## src/rtl/gpu_pkg.sv

```systemverilog
// gpu_pkg: encodings and widths shared by the fetcher, decoder and scheduler
package gpu_pkg;
  localparam int ADDR_BITS  = 8;
  localparam int DATA_BITS  = 16;
  localparam int INDEX_BITS = 3;
  typedef enum logic [2:0] {
    CORE_IDLE    = 3'b000,
    CORE_FETCH   = 3'b001,
    CORE_DECODE  = 3'b010,
    CORE_REQUEST = 3'b011,
    CORE_WAIT    = 3'b100,
    CORE_EXECUTE = 3'b101,
    CORE_UPDATE  = 3'b110,
    CORE_DONE    = 3'b111
  } core_state_t;
  typedef enum logic [2:0] {
    FETCH_IDLE     = 3'b000,
    FETCH_FETCHING = 3'b001,
    FETCH_FETCHED  = 3'b010
  } fetch_state_t;
endpackage

```

## src/rtl/icache_array.sv

```systemverilog
// icache_array: direct-mapped instruction store, one instruction per line
//   clk, rst_n        : clock, async active-low reset (clears valid bits)
//   i_rd_index/i_rd_tag -> o_hit, o_rd_data : combinational lookup
//   i_wr_en/i_wr_index/i_wr_tag/i_wr_data   : synchronous line fill
//   i_flush           : invalidate every line at the next edge
module icache_array
  import gpu_pkg::*;
#(
  parameter int INDEX_BITS_P = INDEX_BITS,
  parameter int TAG_BITS_P   = ADDR_BITS - INDEX_BITS,
  parameter int DATA_BITS_P  = DATA_BITS
) (
  input  logic                    clk,
  input  logic                    rst_n,
  input  logic [INDEX_BITS_P-1:0] i_rd_index,
  input  logic [TAG_BITS_P-1:0]   i_rd_tag,
  output logic                    o_hit,
  output logic [DATA_BITS_P-1:0]  o_rd_data,
  input  logic                    i_wr_en,
  input  logic [INDEX_BITS_P-1:0] i_wr_index,
  input  logic [TAG_BITS_P-1:0]   i_wr_tag,
  input  logic [DATA_BITS_P-1:0]  i_wr_data,
  input  logic                    i_flush
);
  localparam int LINES = 1 << INDEX_BITS_P;
  logic [LINES-1:0]       r_valid;
  logic [TAG_BITS_P-1:0]  r_tag  [LINES];
  logic [DATA_BITS_P-1:0] r_data [LINES];
  // flush wins over a coincident fill so the filled line stays invalid
  always_ff @(posedge clk or negedge rst_n)
    if (!rst_n) r_valid <= '0;
    else if (i_flush) r_valid <= '0;
    else if (i_wr_en) r_valid[i_wr_index] <= 1'b1;
  always_ff @(posedge clk)
    if (i_wr_en) begin
      r_tag[i_wr_index]  <= i_wr_tag;
      r_data[i_wr_index] <= i_wr_data;
    end
  assign o_hit     = r_valid[i_rd_index] && (r_tag[i_rd_index] == i_rd_tag);
  assign o_rd_data = r_data[i_rd_index];
endmodule

```

## src/rtl/icache_fetcher.sv

```systemverilog
// icache_fetcher: fetch stage delivering the instruction at current_pc via a small icache
//   clk, reset                      : clock, async active-low reset
//   core_state, current_pc, flush   : core control inputs
//   mem_read_valid/address/ready/data : program-memory read handshake
//   fetcher_state, instruction      : fetch status and registered instruction
module icache_fetcher
  import gpu_pkg::*;
#(
  parameter int PROGRAM_MEM_ADDR_BITS = ADDR_BITS,
  parameter int PROGRAM_MEM_DATA_BITS = DATA_BITS,
  parameter int CACHE_INDEX_BITS      = INDEX_BITS
) (
  input  logic                             clk,
  input  logic                             reset,
  input  logic [2:0]                       core_state,
  input  logic [PROGRAM_MEM_ADDR_BITS-1:0] current_pc,
  input  logic                             flush,
  output logic                             mem_read_valid,
  output logic [PROGRAM_MEM_ADDR_BITS-1:0] mem_read_address,
  input  logic                             mem_read_ready,
  input  logic [PROGRAM_MEM_DATA_BITS-1:0] mem_read_data,
  output logic [2:0]                       fetcher_state,
  output logic [PROGRAM_MEM_DATA_BITS-1:0] instruction
);
  localparam int A = PROGRAM_MEM_ADDR_BITS;
  localparam int D = PROGRAM_MEM_DATA_BITS;
  localparam int I = CACHE_INDEX_BITS;
  fetch_state_t r_state, w_state;
  logic         r_valid, w_valid;
  logic [A-1:0] r_addr, w_addr;
  logic [D-1:0] r_instr, w_instr;
  logic         w_hit, w_fill;
  logic [D-1:0] w_line;
  // the fill is indexed by the latched request address, not the live PC
  icache_array #(.INDEX_BITS_P(I), .TAG_BITS_P(A - I), .DATA_BITS_P(D)) u_array (
    .clk        (clk),
    .rst_n      (reset),
    .i_rd_index (current_pc[I-1:0]),
    .i_rd_tag   (current_pc[A-1:I]),
    .o_hit      (w_hit),
    .o_rd_data  (w_line),
    .i_wr_en    (w_fill),
    .i_wr_index (r_addr[I-1:0]),
    .i_wr_tag   (r_addr[A-1:I]),
    .i_wr_data  (mem_read_data),
    .i_flush    (flush)
  );
  always_comb begin
    w_state = r_state;
    w_valid = r_valid;
    w_addr  = r_addr;
    w_instr = r_instr;
    w_fill  = 1'b0;
    case (r_state)
      FETCH_IDLE:
        if (core_state == CORE_FETCH) begin
          if (w_hit && !flush) begin
            w_instr = w_line;
            w_state = FETCH_FETCHED;
          end else begin
            w_valid = 1'b1;
            w_addr  = current_pc;
            w_state = FETCH_FETCHING;
          end
        end
      FETCH_FETCHING:
        if (mem_read_ready) begin
          w_instr = mem_read_data;
          w_valid = 1'b0;
          w_fill  = 1'b1;
          w_state = FETCH_FETCHED;
        end
      FETCH_FETCHED: w_state = (core_state == CORE_DECODE) ? FETCH_IDLE : FETCH_FETCHED;
      default: w_state = FETCH_IDLE;
    endcase
  end
  always_ff @(posedge clk or negedge reset)
    if (!reset) begin
      r_state <= FETCH_IDLE;
      r_valid <= 1'b0;
      r_addr  <= '0;
      r_instr <= '0;
    end else begin
      r_state <= w_state;
      r_valid <= w_valid;
      r_addr  <= w_addr;
      r_instr <= w_instr;
    end
  assign mem_read_valid   = r_valid;
  assign mem_read_address = r_addr;
  assign fetcher_state    = r_state;
  assign instruction      = r_instr;
endmodule

```

## config.mk

```make
export PLATFORM = sky130hd
export DESIGN_NAME = icache_fetcher
export DESIGN_NICKNAME = d
export VERILOG_FILES = /design/src/rtl/gpu_pkg.sv /design/src/rtl/icache_array.sv /design/src/rtl/icache_fetcher.sv
export SDC_FILE = /design/constraint.sdc
export NUM_CORES = 1
export LEC_CHECK = 0
export BUFFER_PORTS_ARGS = -buffer_cell sky130_fd_sc_hd__buf_2
export CORE_UTILIZATION = 58
export CTS_CLUSTER_SIZE = 25
export DETAILED_ROUTE_END_ITERATION = 10
export HOLD_SLACK_MARGIN = 0.06
export PLACE_DENSITY = 0.82
export SLEW_MARGIN = 40
export SYNTH_ARGS = -nofsm -noshare
export SYNTH_HDL_FRONTEND = slang
export SYNTH_HIERARCHICAL = 1
export SYNTH_SLANG_ARGS = --single-unit
```

## constraint.sdc

```tcl
create_clock -name clk -period 3.08 [get_ports clk]
set_clock_uncertainty 0.05 [all_clocks]
set_input_delay 0.308 -clock clk [delete_from_list [all_inputs] [get_ports clk]]
set_output_delay 0.308 -clock clk [all_outputs]
set_load 0.01 [all_outputs]
```

==> summary.md, run 1 <==
| Metric | Value |
|---|---|
| Status | finished, final reports clean |
| Vias in the first global route | 4285 |
| Synth Register Bits | 203 |
| Worst slew pin tran | 0.501 ns |
| Peak VDD IR | 412 uV |
| Maximum clock frequency | 0.383 GHz |
| Area delta synth->final | 16.7% |
| Max Cap Viol | 0 |
| HP Class | in -> reg |
| CTS buffer count | 20 |
| Max Slew Vio Count | 0 |
| Post-DR wirelength/cell | 22.8 um |
| CP bufs+invs | 2 |
| Final TNS setup | 0 ns |
| Via count | 4044 |
| Crit path max-delay family | multiplexers |
| # H-tree levels | 1 |
| Sequential element share of the synthesized area | 73.2% |
| Final Hold Fails | 0 |
| Buffers added on ports | 57 |
| Final min period | 2.61 ns |
| Synth Cell Area | 8090 um^2 |
| CTS tree | built |
| Clock Tree Buf Depth | 3 |
| CP max stage delay | 0.47 ns |
| Worst reg2reg path depth | 9 |
| # rows | 42 |
| DR iter-0 viols | 286 |
| Unique masters post-synth | 34 |
| Layout cells sized above 1 | 44.0% |
| Num Clock Sinks | 203 |
| Area after DPL | 8680 um^2 |
| Startpoint types | register |
| P_leak | 0.00339 uW |
| Setup bufs post-CTS | 0 |
| Worst Hold Depth | 1 |
| GR Overflow Total | 0 |
| Die width | 120 um |
| ANT nets after route | 0 |
| FF+latch area | 5920 um^2 |
| Post-synthesis instance total | 385 |
| R2r startpoint | u_array/r_tag[2][1] |
| Drc violations | 0 |
| Global Route Usage Sum | 22.7% |
| Final Wtd Congestion | 0.721 |
| # hold bufs at CTS | 13 |
| Core area | 13400 um^2 |
| Crit Reg-Reg Endpoint | instruction[11] |
| Die footprint | 14400 um^2 |
| Worst-Skew Late Latency | 0.49 ns |
| Post-Syn Nets | 416 |
| Setup Viol. Count Final | 0 |
| Initial Utilization | 60.4% |
| Top-Level Pins | 59 |
| Timing startpoint of the critical path | u_array/r_tag[2][1] |
| Cells along the critical path | mux2i_1, mux4_2, xor2_1, nand4_1, nor3_2, inv_1, o41ai_4, buf_12, mux2_2 |
| Post-DP HPWL | 9.40 mm |
| Finished Core Util | 70.4% |
| Clk root buf | clkbuf_16 |
| CP Class | reg -> reg |
| Slowest cell on the critical path | mux4_2 |
| Commonest non-fill, non-tap cell in the layout | edfxtp_1 |
| Die Y | 120 um |
| Critical path required time | 3.39 ns |
| Final Instance Area | 9440 um^2 |
| R2R Setup Slk | 0.47 ns |
| Multi-input logic area | 2050 um^2 |
| Routed vias/inst | 6.02 |
| CP Capture Type | register |
| Diode count | 0 |
| Period utilisation layout | 84.7% |
| Drt first pass iters | 4 |
| PD cells | 708 nW/um^2 |
| Routed WL | 15.3 mm |
| Final Total Pwr | 6680 uW |
| Worst path arrival time | 2.92 ns |
| Nets | 513 |
| Slew headroom | 66.6% |
| Syn_area_per_cell | 21.0 um^2 |
| Ys Warns | 6 |
| Fillers | 822 |
| CTS clock-pin slew for the worst setup and hold paths | 0.06 ns |
| WHS Endpoint | u_array/r_data[6][13] |
| Largest net degree at the start of global routing | 36 |
| Initial antenna violation count | 1 |
| Most frequent cells in the layout | 168 x edfxtp_1, 57 x mux2_2, 56 x buf_2 |
| Cts repair resizes | 0 |
| CP Max Fanout | 16 |
| RSZ-0062 raised after global routing | false |
| First-pass GRT wire length | 23.9 mm |
| Hold Crit Start | mem_read_data[13] |
layer usage:
metal  routed length (um)  track usage, %  up-vias
met1                 6370            32.1     2105
met3                  945            2.90       28
met5                   14               0        -
met4                  292            6.88        2
li1                     -               -     1751
met2                 7720            37.3      158
sequential cells by signal, summed over array words and instances, names as in the netlist:
signal,flops
u_array/r_data,128
u_array/r_tag,40
instruction,16
mem_read_address,8
u_array/r_valid,8
fetcher_state,2
mem_read_valid,1
final cells by class:
type,instances,area share (%)
Sequential cell,203,62.7
Multi-Input combinational cell,162,21.7
Clock buffer,27,6.23
Inverter,3,0.119
Tap cell,176,2.33
Clock inverter,9,0.451
Timing Repair Buffer,92,6.44
synth_stat cells, drive strengths merged:
cell / n / share of area, %
o31ai: 1 / 0.093
a21oi: 1 / 0.062
dfrtp: 35 / 11
nand4: 1 / 0.077
o21ba: 1 / 0.12
xor2: 3 / 0.32
clkbuf: 2 / 0.22
a2bb2oi: 1 / 0.11
xnor2: 2 / 0.22
a21o: 1 / 0.093
nor3: 4 / 0.37
nor2b: 1 / 0.077
and2b: 1 / 0.093
o41ai: 1 / 0.34
mux2: 57 / 7.9
conb: 1 / 0.046
buf: 15 / 1.4
nor3b: 2 / 0.19
nand2b: 3 / 0.23
or4b: 1 / 0.17
nand3b: 1 / 0.093
nand2: 2 / 0.093
o21ai: 1 / 0.062
mux2i: 14 / 1.7
inv: 3 / 0.14
edfxtp: 168 / 62
nor2: 21 / 0.97
mux4: 41 / 12
where the power goes:
group | total [uW] | switching (uW) | internal [uW]
Combinational | 882 | 430 | 452
Sequential | 3510 | 217 | 3290
Clock | 2290 | 959 | 1330
cell families after synthesis:
family          Yosys count  share of synthesized area, %
flops                   203                          73.2
xor+xnor                  5                         0.542
other cells               1                        0.0464
simple gates             37                          2.37
mux                     112                          21.2
buf+inv                  20                          1.78
compound gates            7                         0.882
stage by stage:
step | std cells | hold slack (ns) | worst slack (ns)
6_report | 672 | 0.0701 | 0.470
3_5_place_dp | 623 | 0.260 | 0.0661
4_1_cts | 672 | 0.0601 | 0.465
2_1_floorplan | 385 | -0.0376 | 0.183
3_3_place_gp | 623 | 0.412 | 0.151
5_1_grt | 672 | 0.0743 | 0.381
worst max-delay path by stage:
| stage | endpoint | slack (ns) | cells after the start |
|---|---|---|---|
| final | instruction[11] | 0.47 | 9 |
| after global routing | instruction[11] | 0.38 | 9 |
| after CTS | instruction[11] | 0.46 | 9 |
| after detailed placement | instruction[11] | 0.07 | 10 |
| after global placement | instruction[12] | 0.15 | 10 |
| after floorplan | u_array/r_data[0][0] | 0.18 | 4 |
(Power assumes the default switching activity.)
==> run 2, diff against run 1 <==
--- a/config.mk
+++ b/config.mk
@@ -5,6 +5,7 @@
 export SDC_FILE = /design/constraint.sdc
 export NUM_CORES = 1
 export LEC_CHECK = 0
+export ABC_AREA = 1
 export BUFFER_PORTS_ARGS = -buffer_cell sky130_fd_sc_hd__buf_2
 export CORE_UTILIZATION = 58
 export CTS_CLUSTER_SIZE = 25
==> constraint.sdc (replaced) <==
create_clock -name clk -period 2.7 [get_ports clk]
set_clock_uncertainty 0.05 [all_clocks]
set_input_delay 0.27 -clock clk [delete_from_list [all_inputs] [get_ports clk]]
set_output_delay 0.27 -clock clk [all_outputs]
set_load 0.01 [all_outputs]
==> summary.md, run 2 <==
| Metric | Value |
|---|---|
| Commonest non-fill, non-tap cell in the layout | nand2_1 |
| Synth Cell Area | 8550 um^2 (+5.7%) |
| Initial antenna violation count | 1 (unchanged) |
| Startpoint types | register |
| Max Slew Vio Count | 0 (unchanged) |
| Number of synthesized flops with an enable pin | 168 (unchanged) |
| Most common cell in the netlist | nand2_1 |
| Placed Instances | 1003 (+61%) |
| Logic pwr share | 12.8% (-0.4 points) |
| Status | finished, final reports clean |
| Synth cell count leaders | 209 x nand2_1, 168 x edfxtp_1, 109 x nor2_1, 56 x o21ai_0, 46 x nand3_1 |
| P_int | 5430 uW (+7.0%) |
| Most frequent cells in the layout | 209 x nand2_1, 168 x edfxtp_1, 101 x nor2_1 |
| Drt first pass iters | 5 (+1) |
| Post-DP HPWL | 11.7 mm (+25%) |
| Initial Utilization | 60.4% (about the same) |
| Core area | 14100 um^2 (+5.6%) |
| CTS clock-pin slew for the worst setup and hold paths | 0.06 ns (about the same) |
| Hold WS | 0.129 ns (+0.0593 ns) |
| Clock Tree Buf Depth | 3 (unchanged) |
| Final Instance Area | 9870 um^2 (+4.5%) |
| Ys Warns | 6 (unchanged) |
| ANT nets after route | 0 (unchanged) |
| Worst-Skew Late Latency | 0.49 ns (about the same) |
| Top reg by flops | u_array/r_data |
| Layout cells sized above 1 | 14.8% (-29 points) |
| Largest cells by area after synthesis | edfxtp_1 59%, dfrtp_1 10%, nand2_1 9.2% |
| CP Class | reg -> reg |
| Setup Viol. Count Final | 0 (unchanged) |
| Sw power | 1860 uW (+16%) |
| Area after DPL | 9020 um^2 (+3.9%) |
| RSZ-0062 raised after global routing | false |
| Final Total Pwr | 7300 uW (+9.2%) |
| Clk root buf | clkbuf_16 |
| Post-synthesis instance total | 783 (+100%) |
| Clk pwr share | 35.4% (+1.1 points) |
| Unique masters post-synth | 27 (-21%) |
| Post-Syn Nets | 814 (+96%) |
| Setup bufs post-CTS | 0 (unchanged) |
| Die width | 123 um (+2.7%) |
| Largest net degree at the start of global routing | 49 (+36%) |
| CTS tree | built |
| Final Hold Fails | 0 (unchanged) |
| Syn_area_per_cell | 10.9 um^2 (-48%) |
| Area leader, netlist | edfxtp_1 |
| Routed WL | 19.9 mm (+30%) |
| # H-tree levels | 1 (unchanged) |
| Maximum clock frequency | 0.465 GHz (+21%) |
| Top-Level Pins | 59 (unchanged) |
| Non-filler instance count after layout | 1065 (+58%) |
| GR Overflow Total | 0 (unchanged) |
| Final Wtd Congestion | 0.818 (+13%) |
| # rows | 43 (+2.4%) |
| PD cells | 740 nW/um^2 (+4.4%) |
| Synth Register Bits | 203 (unchanged) |
| Via count | 6127 (+52%) |
| Routed vias/inst | 5.75 (-4.4%) |
| Area delta synth->final | 15.5% |
| Sw frac | 25.5% (+1.5 points) |
| Max reg flops | 128 (unchanged) |
| P_leak | 0.00401 uW (+18%) |
| CTS buffer count | 21 (+5.0%) |
| Worst path arrival time | 2.48 ns (-0.44 ns) |
| Max Cap Viol | 0 (unchanged) |
| Async SR Flop Fraction | 17.2% (unchanged) |
| HP Class | in -> reg |
| Post-DR wirelength/cell | 18.7 um (-18%) |
| Vias in the first global route | 6215 (+45%) |
| DR iter-0 viols | 608 (+110%) |
| Most used DFF post-synth | edfxtp_1 |
| Final min period | 2.15 ns (-0.458 ns) |
| First-pass GRT wire length | 31.2 mm (+30%) |
| Drc violations | 0 (unchanged) |
| Final TNS setup | 0 ns (unchanged) |
| Global Route Usage Sum | 27.6% (+4.9 points) |
| Cts repair resizes | 0 (unchanged) |
| CP Max Fanout | 17 (+1) |
| Flop pwr share | 51.9% (-0.6 points) |
| Critical path required time | 3.03 ns (-0.36 ns) |
| Num Clock Sinks | 203 (unchanged) |
| # hold bufs at CTS | 23 (+10) |
| Sequential element share of the synthesized area | 69.3% (-3.9 points) |
| Period utilisation layout | 79.7% (-5.0 points) |
| Nets | 900 (+75%) |
| Buffers added on ports | 57 (unchanged) |
| Fillers | 994 (+21%) |
| Peak VDD IR | 580 uV (+41%) |
| Die footprint | 15200 um^2 (+5.6%) |
| CP Capture Type | register |
| Post-synth top area share | 59.0% (-3.3 points) |
| Die Y | 123 um (+2.7%) |
==> run 2: cell families after synthesis <==
kind of cell | Yosys count | synth area share [%]
flops | 203 | 69.3
simple gates | 390 | 19.0
compound gates | 105 | 6.62
buf+inv | 84 | 5.08
other cells | 1 | 0.0439
==> run 2: power groups by stage <==
stage | sequential (uW) | combinational, uW | clock [uW]
floorplan | 3890 | 465 | 0
global placement | 3840 | 864 | 0
detailed placement | 3840 | 901 | 0
CTS | 3780 | 932 | 2600
global route | 3810 | 1040 | 2720
finish | 3780 | 932 | 2580
==> run 2: per-layer routing <==
metal	vias up	GRT usage [%]	part of all wire (%)
li1	2857	-	-
met1	2922	34.2	38
met2	286	46.1	50
met3	62	4.94	7.8
met4	0	15.0	3.9
met5	-	0	0
==> run 2: cell type report <==
| class | count | area, um^2 | area share, % |
|---|---|---|---|
| sequential | 203 | 5920 | 60.0 |
| multi-input combinational | 496 | 2210 | 22.4 |
| timing repair buffer | 106 | 738 | 7.48 |
| clock buffer | 29 | 566 | 5.73 |
| tap | 180 | 225 | 2.28 |
| inverter | 41 | 156 | 1.59 |
| clock inverter | 9 | 47.5 | 0.482 |
| antenna | 1 | 2.50 | 0.0254 |
==> run 2: critical path, stage by stage (launching register included) <==
cell	delay [ns]
edfxtp_1	0.37
inv_1	0.07
nand2_1	0.06
nand3_1	0.09
nand3_1	0.10
nand3_1	0.11
nand2_1	0.06
nor2_1	0.09
nand2_1	0.08
nor2_2	0.14
inv_1	0.06
nor2_1	0.11
nand2_1	0.15
nand2_8	0.16
nand3_4	0.18
nand2_1	0.13
nand2_1	0.06
==> run 2: final timing paths <==
kind / start / endpoint / slack [ns] / cells after the start
max: u_array/r_tag[2][0] / instruction[3] / 0.55 / 16
min: core_state[1] / fetcher_state[1] / 0.13 / 6
max reg2reg: u_array/r_tag[2][0] / instruction[3] / 0.55 / 16
min reg2reg: instruction[5] / instruction[5] / 0.43 / 2
max in group asynchronous: reset / mem_read_valid / 2.07 / 2
min in group asynchronous: reset / mem_read_address[4] / 0.22 / 2
==> run 2: stage by stage <==
stage	setup slack (ns)	utilization, %
2_1_floorplan	0.115	-
3_3_place_gp	0.325	63.7
3_5_place_dp	0.241	63.7
4_1_cts	0.549	69.7
5_1_grt	0.312	69.7
6_report	0.548	69.7
==> run 3, diff against run 2 <==
--- a/config.mk
+++ b/config.mk
@@ -7,11 +7,11 @@
 export LEC_CHECK = 0
 export ABC_AREA = 1
 export BUFFER_PORTS_ARGS = -buffer_cell sky130_fd_sc_hd__buf_2
-export CORE_UTILIZATION = 58
+export CORE_UTILIZATION = 54
 export CTS_CLUSTER_SIZE = 25
 export DETAILED_ROUTE_END_ITERATION = 10
 export HOLD_SLACK_MARGIN = 0.06
-export PLACE_DENSITY = 0.82
+export PLACE_DENSITY = 0.8
 export SLEW_MARGIN = 40
 export SYNTH_ARGS = -nofsm -noshare
 export SYNTH_HDL_FRONTEND = slang
==> constraint.sdc (replaced) <==
create_clock -name clk -period 1.8 [get_ports clk]
set_clock_uncertainty 0.05 [all_clocks]
set_input_delay 0.18 -clock clk [delete_from_list [all_inputs] [get_ports clk]]
set_output_delay 0.18 -clock clk [all_outputs]
set_load 0.01 [all_outputs]
==> summary.md, run 3 (synthesis gave the netlist of run 2 again) <==
| Metric | Value |
|---|---|
| Drc violations | 0 (unchanged) |
| Routed WL | 21.1 mm (+6.2%) |
| Worst path arrival time | 2.47 ns (about the same) |
| Buffers added on ports | 57 (unchanged) |
| Cells along the critical path | nor2_1, nor2_1, o21ai_1, nand3_1, nand2_1, nand2_2, nand2_2, nand2_2, nor2_2, inv_1, nor2_1, nand2_2, nand2_8, nand3_4, nand2_1, nand2_1 |
| Die width | 128 um (+3.6%) |
| Slowest cell on the critical path | edfxtp_1 |
| Violated checks | negative setup slack |
| Diode count | 0 (-1) |
| GR Overflow Total | 0 (unchanged) |
| Finished Core Util | 68.6% (-1.2 points) |
| HP Class | in -> async |
| Final min period | 2.14 ns (-0.00970 ns) |
| Area delta synth->final | 22.9% |
| Multi-input logic area | 2380 um^2 (+7.6%) |
| Period utilisation layout | 119% (+39 points) |
| Final Instance Area | 10500 um^2 (+6.4%) |
| Core area | 15300 um^2 (+8.2%) |
| Post-DP HPWL | 12.3 mm (+4.6%) |
| Peak VDD IR | 586 uV (+0.97%) |
| CTS tree | built |
| P_leak | 0.00426 uW (+6.3%) |
| Die footprint | 16300 um^2 (+7.3%) |
| Layout cells sized above 1 | 21.6% (+6.8 points) |
| Clk root buf | clkbuf_16 |
| Routed vias/inst | 5.67 (-1.4%) |
| Setup Viol. Count Final | 27 (+27) |
| CP Class | reg -> reg |
| Area after DPL | 9400 um^2 (+4.2%) |
| Clock Tree Buf Depth | 3 (unchanged) |
| ANT nets after route | 0 (unchanged) |
| CP bufs+invs | 1 (-1) |
| Most frequent cells in the layout | 188 x nand2_1, 168 x edfxtp_1, 98 x nor2_1 |
| Worst-Skew Late Latency | 0.50 ns (about the same) |
| Num Clock Sinks | 203 (unchanged) |
| RSZ-0062 raised after global routing | true |
| CTS clock-pin slew for the worst setup and hold paths | 0.06 ns (about the same) |
| CP max stage delay | 0.38 ns (about the same) |
| Max Cap Viol | 0 (unchanged) |
| R2R Setup Slk | -0.34 ns (-0.89 ns) |
| Post-DR wirelength/cell | 18.7 um (about the same) |
| FF+latch area | 5920 um^2 (unchanged) |
| Crit path max-delay family | simple AND/OR/NAND/NOR gates |
| CTS buffer count | 21 (unchanged) |
| Commonest non-fill, non-tap cell in the layout | nand2_1 |
| First-pass GRT wire length | 32.6 mm (+4.7%) |
| PD cells | 1080 nW/um^2 (+46%) |
| Global Route Usage Sum | 26.4% (-1.2 points) |
| Startpoint types | register |
| Critical path required time | 2.13 ns (-0.90 ns) |
| Maximum clock frequency | 0.467 GHz (+0.45%) |
| Initial Utilization | 55.8% (-4.6 points) |
| Vias in the first global route | 6250 (+0.56%) |
| Top-Level Pins | 59 (unchanged) |
| Worst reg2reg path depth | 16 (unchanged) |
| Final Wtd Congestion | 0.874 (+6.8%) |
| CP Capture Type | register |
| Initial antenna violation count | 0 (-1) |
| DR iter-0 viols | 788 (+30%) |
| Via count | 6418 (+4.7%) |
| # H-tree levels | 1 (unchanged) |
| Fillers | 1069 (+7.5%) |
| Nets | 936 (+4.0%) |
| Status | finished with violations |
| # rows | 45 (+4.7%) |
| CP Max Fanout | 8 (-9) |
| Final Hold Fails | 0 (unchanged) |
| Crit Reg-Reg Endpoint | instruction[12] |
| CP most frequent cell | nand2_2 |
| Die Y | 128 um (+3.6%) |
| Max reg flops | 128 (unchanged) |
| Top reg by flops | u_array/r_data |
| Largest net degree at the start of global routing | 37 (-24%) |
| Worst setup margin | -0.342 ns (-0.890 ns) |
| R2r startpoint | u_array/r_tag[0][4] |
| Max Slew Vio Count | 0 (unchanged) |
| Drt first pass iters | 5 (unchanged) |
[run 3: per-stage QoR]
stage,setup TNS [ns],hold slack (ns),power [uW],worst slack (ns),std cells
after floorplan,-24.61,-0.166,6570,-0.212,783
after global placement,-6.29,0.227,7160,-0.276,1061
after detailed placement,-7.98,0.228,7210,-0.344,1061
after CTS,-2.16,0.146,11300,-0.154,1128
after global routing,-9.22,0.161,11800,-0.427,1131
final,-6.38,0.118,11400,-0.342,1131
[run 3: power breakdown]
part	internal [uW]	leakage, uW	switching (uW)
sequential	5450	0.00197	252
combinational	598	0.00197	993
clock	2340	0.000316	1730
total	8390	0.00426	2970
[run 3: repair_timing]
action	in CTS	in global routing
hold buffers	26	0
hold endpoints to repair	178	0
pin swaps	20	21
gates cloned	1	1
resized for setup	14	24
endpoints found under the setup margin	26	27
buffers inserted	2	2
[run 3: worst max path at each step]
stage | from | end | slack [ns] | cells past startpoint
after floorplan | fetcher_state[1] | u_array/r_data[0][0] | -0.21 | 8
after global placement | current_pc[0] | instruction[15] | -0.28 | 19
after detailed placement | current_pc[0] | instruction[6] | -0.34 | 18
after CTS | u_array/r_tag[2][3] | instruction[15] | -0.15 | 16
after global routing | u_array/r_tag[6][4] | instruction[12] | -0.43 | 16
final | u_array/r_tag[0][4] | instruction[12] | -0.34 | 16
[run 3: area by class of cell]
cell class,count,share of cell area [%]
sequential,203,56.4
multi-input combinational,497,22.7
timing repair buffer,141,10.7
clock buffer,26,5.28
tap,211,2.51
inverter,41,1.59
clock inverter,12,0.870
[run 3: per-layer routing]
metal	track usage [%]	wire, um
met1	34.1	8260
met2	45.4	10500
met3	3.59	1810
met4	10.4	555
met5	0	0
